`src/rtl/ddpuf_eval_fsm.sv`:
```
// ddpuf_eval_fsm
// Sequences repeated evaluations of the DD-PUF cell array and majority-votes
// the per-cell responses into a single 128-bit result.
//
// Each run consists of NUM_EVAL evaluations. Each evaluation is a discharge
// phase (array disabled), an evaluation window (array enabled), and two sample
// cycles while the raw outputs settle through a 2-flop synchronizer. After the
// last evaluation, one vote cycle produces the result.
//
// Ports
//   CLK           sole clock (SPI block CLK_OUT), posedge
//   RST_N         asynchronous active-low reset
//   FSM_Start     run request; its rising edge starts a run when idle or done
//   Duration[15:0] evaluation window length in CLK cycles; 0 is treated as 1
//   PUF_Raw[127:0] raw cell outputs, asynchronous to CLK
//   FSM_Complete  level flag, high from the end of a run until the next accept
//   PUF_Val[127:0] majority-voted response; bit i comes from cell i
//   PUF_En        cell array enable; low means discharge/hold
//   Busy          high while a run is in progress
//
// state       | meaning
// ------------+-----------------------------------------------------------
// S_IDLE      | after reset; waiting for a FSM_Start rising edge
// S_DISCHARGE | PUF_En low for RST_CYC cycles before each evaluation
// S_EVAL      | PUF_En high for the latched window length
// S_SAMPLE    | PUF_En high 2 cycles; vote counters updated on the last one
// S_VOTE      | one cycle; majority result registered, run flagged complete
// S_DONE      | result held; waiting for the next FSM_Start rising edge
module ddpuf_eval_fsm #(
    parameter int NUM_EVAL = 5,
    parameter int RST_CYC  = 4
) (
    input  logic         CLK,
    input  logic         RST_N,
    input  logic         FSM_Start,
    input  logic [15:0]  Duration,
    input  logic [127:0] PUF_Raw,
    output logic         FSM_Complete,
    output logic [127:0] PUF_Val,
    output logic         PUF_En,
    output logic         Busy
);

    typedef enum logic [2:0] {
        S_IDLE,
        S_DISCHARGE,
        S_EVAL,
        S_SAMPLE,
        S_VOTE,
        S_DONE
    } state_t;

    // Phase timers are down-counters loaded with (length - 1); the phase ends
    // in the cycle where the count reaches zero.
    localparam logic [15:0] DIS_LOAD  = 16'(RST_CYC - 1);
    localparam logic [15:0] SMP_LOAD  = 16'd1;
    localparam logic [2:0]  LAST_EVAL = 3'(NUM_EVAL - 1);
    localparam logic [2:0]  MAJORITY  = 3'((NUM_EVAL + 1) / 2);

    state_t state_q, state_d;

    logic                start_d_q;
    logic [15:0]         dur_q;
    logic [15:0]         timer_q;
    logic [15:0]         timer_load_val;
    logic                timer_load;
    logic                timer_tc;
    logic                accept;
    logic                sample_fire;
    logic                last_eval;
    logic [2:0]          eval_cnt_q;
    logic [127:0][2:0]   vote_cnt_q;
    logic [127:0]        sync1_q;
    logic [127:0]        sync2_q;
    logic [127:0]        vote_bits;

    // A start edge is only honoured between runs; edges during a run are dropped.
    assign accept      = FSM_Start && !start_d_q &&
                         ((state_q == S_IDLE) || (state_q == S_DONE));
    assign timer_tc    = (timer_q == 16'd0);
    assign last_eval   = (eval_cnt_q == LAST_EVAL);
    assign sample_fire = (state_q == S_SAMPLE) && timer_tc;

    always_comb begin
        state_d        = state_q;
        timer_load     = 1'b0;
        timer_load_val = 16'd0;
        case (state_q)
            S_IDLE, S_DONE: begin
                if (accept) begin
                    state_d        = S_DISCHARGE;
                    timer_load     = 1'b1;
                    timer_load_val = DIS_LOAD;
                end
            end
            S_DISCHARGE: begin
                if (timer_tc) begin
                    state_d        = S_EVAL;
                    timer_load     = 1'b1;
                    timer_load_val = dur_q - 16'd1;
                end
            end
            S_EVAL: begin
                if (timer_tc) begin
                    state_d        = S_SAMPLE;
                    timer_load     = 1'b1;
                    timer_load_val = SMP_LOAD;
                end
            end
            S_SAMPLE: begin
                if (timer_tc) begin
                    if (last_eval) begin
                        state_d = S_VOTE;
                    end else begin
                        state_d        = S_DISCHARGE;
                        timer_load     = 1'b1;
                        timer_load_val = DIS_LOAD;
                    end
                end
            end
            S_VOTE: begin
                state_d = S_DONE;
            end
            default: begin
                state_d = S_IDLE;
            end
        endcase
    end

    always_comb begin
        vote_bits = '0;
        for (int i = 0; i < 128; i++) begin
            vote_bits[i] = (vote_cnt_q[i] >= MAJORITY);
        end
    end

    always_ff @(posedge CLK or negedge RST_N) begin
        if (!RST_N) begin
            state_q      <= S_IDLE;
            start_d_q    <= 1'b0;
            dur_q        <= 16'd1;
            timer_q      <= 16'd0;
            eval_cnt_q   <= 3'd0;
            vote_cnt_q   <= '0;
            sync1_q      <= '0;
            sync2_q      <= '0;
            PUF_Val      <= '0;
            FSM_Complete <= 1'b0;
            PUF_En       <= 1'b0;
            Busy         <= 1'b0;
        end else begin
            state_q   <= state_d;
            start_d_q <= FSM_Start;
            sync1_q   <= PUF_Raw;
            sync2_q   <= sync1_q;

            // Registered from the next state so the enable lines up exactly
            // with the EVAL/SAMPLE cycles and never glitches.
            PUF_En <= (state_d == S_EVAL) || (state_d == S_SAMPLE);

            if (timer_load) begin
                timer_q <= timer_load_val;
            end else if (!timer_tc) begin
                timer_q <= timer_q - 16'd1;
            end

            if (accept) begin
                dur_q        <= (Duration == 16'd0) ? 16'd1 : Duration;
                eval_cnt_q   <= 3'd0;
                vote_cnt_q   <= '0;
                FSM_Complete <= 1'b0;
                Busy         <= 1'b1;
            end else begin
                if (sample_fire) begin
                    if (!last_eval) begin
                        eval_cnt_q <= eval_cnt_q + 3'd1;
                    end
                    for (int i = 0; i < 128; i++) begin
                        vote_cnt_q[i] <= vote_cnt_q[i] + {2'b00, sync2_q[i]};
                    end
                end
                if (state_q == S_VOTE) begin
                    PUF_Val      <= vote_bits;
                    FSM_Complete <= 1'b1;
                    Busy         <= 1'b0;
                end
            end
        end
    end

endmodule

```
`config.mk`:
```
export PLATFORM = sky130hd
export DESIGN_NAME = ddpuf_eval_fsm
export DESIGN_NICKNAME = d
export VERILOG_FILES = /design/src/rtl/ddpuf_eval_fsm.sv
export SDC_FILE = /design/constraint.sdc
export NUM_CORES = 1
export LEC_CHECK = 0
export BUFFER_PORTS_ARGS = -buffer_cell sky130_fd_sc_hd__buf_2
export CAP_MARGIN = 20
export CELL_PAD_IN_SITES_DETAIL_PLACEMENT = 0
export CELL_PAD_IN_SITES_GLOBAL_PLACEMENT = 1
export CORE_ASPECT_RATIO = 1.2
export CORE_MARGIN = 2
export CORE_UTILIZATION = 50
export CTS_CLUSTER_DIAMETER = 100
export DETAILED_ROUTE_END_ITERATION = 12
export PLACE_DENSITY = 0.94
export SYNTH_ARGS = -nofsm -noshare
export SYNTH_HDL_FRONTEND = slang
export SYNTH_SLANG_ARGS = --single-unit
```
`constraint.sdc`:
```
create_clock -name CLK -period 6.6 [get_ports CLK]
set_input_delay 0.33 -clock CLK [delete_from_list [all_inputs] [get_ports CLK]]
set_output_delay 0.33 -clock CLK [all_outputs]
set_load 0.03 [all_outputs]
```
==> metrics.csv <==
stage,metric,value,unit
status,run_status,"finished, final reports clean",
sta,tns,0,ns
yosys,ys_seq_area_share,62.0,%
sta,drv_slew,0,
drt,vias_per_cell,5.22,
yosys,async_flop_share,100,%
layout,drive_gt1_share,13.4,%
worst_setup_path,slowest_delay,0.79,ns
hold_path,worstHoldStart,sync1_q[8],
grt,grt_remaining_overflow,0,
clock_network,clock-sinks,810,
floorplan,num_rows,102,
sta,rsz0062_at_grt,false,
sta,setup_violations,0,
grt,antenna_found_initial,3,
power,power.leakage,19.0,nW
drt,drtIter0Drc,1451,
sta,relSlewSlack,21.4,%
clock_network,insertion_delay,0.63,ns
yosys,synthCells,2985,
layout,final_cells,4253,
worst_setup_path,endpoint,timer_q[1],
clock_network,cts_buffers,84,
layout,nets,3761,
sta,finalCriticalPeriod,4.01,ns
worst_setup_path,worst-path-stages,9,
yosys,ys_ff_latch,810,
clock_network,clk_pin_slew_worst_paths,0.06,ns
drt,drc,0,
worst_setup_path,start_kind,flop,
worst_setup_path,ff2ff_path_depth,9,
floorplan,start_util,50.6,%
worst_setup_path,worstPathRequired,7.15,ns
drt,vias,22200,
worst_setup_path,cp_max_fo,63,
sta,fin_skew,0.0310,ns
clock_network,postCtsHoldBufs,146,
placement,dp.cells,3954,
floorplan,die_y,284,µm
placement,io_buffer_count,277,
grt,grt_pass1_vias,23000,
grt,grt_max_degree,204,
sta,timing.fmax,249,MHz
sta,period_share,60.8,%
worst_setup_path,endpoint_kind,flop,
worst_setup_path,crit_buf_inv,3,
power,ir_worst_vdd,0.000322,V
drt,wl_per_cell,16.6,µm
drt,wl,70.7,mm
clock_network,postCtsSetupBuffers,0,
clock_network,clock_path_buffers,3,
hold_path,hold_class,flop to flop,
yosys,yosys.cell_types.count,50,
yosys,synth_area,32700,µm²
worst_setup_path,crit_start,timer_q[0],
floorplan,io_pins,278,
sta,worstMarginPinSlew,1.18,ns
floorplan,dieWidth,237,µm
layout,n_fill_cell,5080,
placement,place_congestion,0.767,
worst_setup_path,r2r-start,timer_q[0],
worst_setup_path,crit_chain,inv_1 > ha_1 > or3b_1 > nor4b_4 > buf_4 > buf_4 > nand3b_1 > o211ai_1 > or3_1,
worst_setup_path,crit_top_cell,buf_4,
yosys,synth_ff_type,dfrtp_1,
grt,grt_pass1_wl,118,mm
sta,hold_viol,0,
drt,ant_nets,0,
sta,hold_ws,0.333,ns
worst_setup_path,critPathKind,flop to flop,
floorplan,core-area,64600,µm²
worst_setup_path,critical-path-top-delay-family,buffers and inverters,
placement,hpwl,40.1,mm
worst_setup_path,cp.arrival,4.56,ns
worst_setup_path,reg2reg_setup_slack,2.59,ns
drt,first_pass_iters,5,
flow_run,drv_cap,0,
clock_network,h-tree-depth,3,
floorplan,die_area,67500,µm²
yosys,syn_nets,3392,
clock_network,root_buffer,clkbuf_16,
yosys,yosys_warnings,0,
yosys,syn_avg_cell_area,11.0,µm²
power,p_per_area,394,nW/µm²
clock_network,cts_tree,built,
worst_setup_path,r2r-end,timer_q[1],
clock_network,ctsResizeCount,0,
layout,synthToLayoutAreaGrowth,19.4,%
grt,grt_usage,21.6,%
yosys,synth_edf_count,0,
worst_setup_path,cp_slowest_cell,buf_4,
-- sequential cells by signal, indices dropped and copies added (netlist names) --
name,count
FSM_Complete,1
Busy,1
timer_q,16
vote_cnt_q,384
PUF_Val,128
sync2_q,128
PUF_En,1
dur_q,16
eval_cnt_q,3
sync1_q,128
start_d_q,1
state_q,3
-- worst min path at each step --
stage	to	slack (ns)	depth (start not counted)
2_1_floorplan	Busy	0.03	0
4_1_cts	sync1_q[6]	0.29	2
6_report	sync2_q[8]	0.33	0
5_1_grt	sync1_q[2]	0.31	2
3_5_place_dp	sync2_q[117]	0.33	0
3_3_place_gp	sync2_q[65]	0.33	0
-- per-layer routing --
metal  share of wire, %  global-route usage [%]
met3                4.0                    3.34
met4                3.4                    8.93
met1                 43                    27.4
met5              0.030                       0
met2                 50                    37.1
-- placed cells by master (no fill, tap or decap), types with 10 or more instances in the layout --
cell type and count:
nand2_1 587, dlygate4sd3_1 146, nor2_1 258, a21oi_1 259, buf_2 276, buf_4 18
xor2_1 121, o21ai_0 89, clkbuf_16 84, nand3_1 138, clkbuf_8 21, clkbuf_1 10
o21ai_1 197, dfrtp_1 809, xnor2_1 18, ha_1 260, clkinv_2 15
-- synthesized netlist by cell type, types with 3 or more instances --
cell	n	area share (%)
a21oi_1	259	4.0
and2_1	4	0.077
and3_1	3	0.057
buf_1	8	0.092
buf_2	32	0.49
buf_4	27	0.62
clkbuf_1	95	1.1
clkbuf_2	4	0.061
dfrtp_1	809	62
ha_1	260	9.9
inv_1	9	0.10
mux2i_1	8	0.24
nand2_1	587	6.7
nand2b_1	3	0.057
nand3_1	138	2.1
nand4_1	5	0.096
nor2_1	258	3.0
nor3_1	9	0.14
nor4_1	8	0.15
o21ai_0	89	1.4
o21ai_1	197	3.0
or3_1	4	0.077
xnor2_1	18	0.48
xor2_1	121	3.2
-- per-stage QoR --
step,total power [mW],utilization (%),setup slack (ns),cell area [µm²]
finish,15.4,60.4,2.59,39000
global route,16.3,60.4,2.34,39000
CTS,15.5,60.4,2.55,39000
detailed placement,10.5,53.7,2.58,34700
global placement,10.4,53.7,2.62,34700
floorplan,9.23,-,4.18,32700
-- final cells by class --
type | count | area [µm²] | share of cell area, %
sequential | 810 | 20300 | 51.9
multi-input combinational | 2000 | 11700 | 29.9
timing repair buffer | 449 | 3150 | 8.08
clock buffer | 115 | 2430 | 6.22
tap | 832 | 1040 | 2.67
clock inverter | 37 | 453 | 1.16
inverter | 9 | 33.8 | 0.0865
antenna | 1 | 2.50 | 0.00641
-- where the power goes --
group,total (mW),internal [mW],switching (mW)
sequential,6.98,6.10,0.880
combinational,3.51,1.23,2.29
clock,4.89,2.90,1.99
total,15.4,10.2,5.16
-- cell families after synthesis --
logic type | after synthesis | share of synthesized area (%)
XOR/XNOR | 139 | 3.72
AO/OA/AOI/OAI | 560 | 8.70
AND/OR/NAND/NOR | 1032 | 12.9
multiplexers | 9 | 0.279
flip-flops | 810 | 62.0
buffers and inverters | 175 | 2.46
adder cells (fa/ha/maj) | 260 | 9.95
No activity file was read; power rests on OpenSTA's default activity.
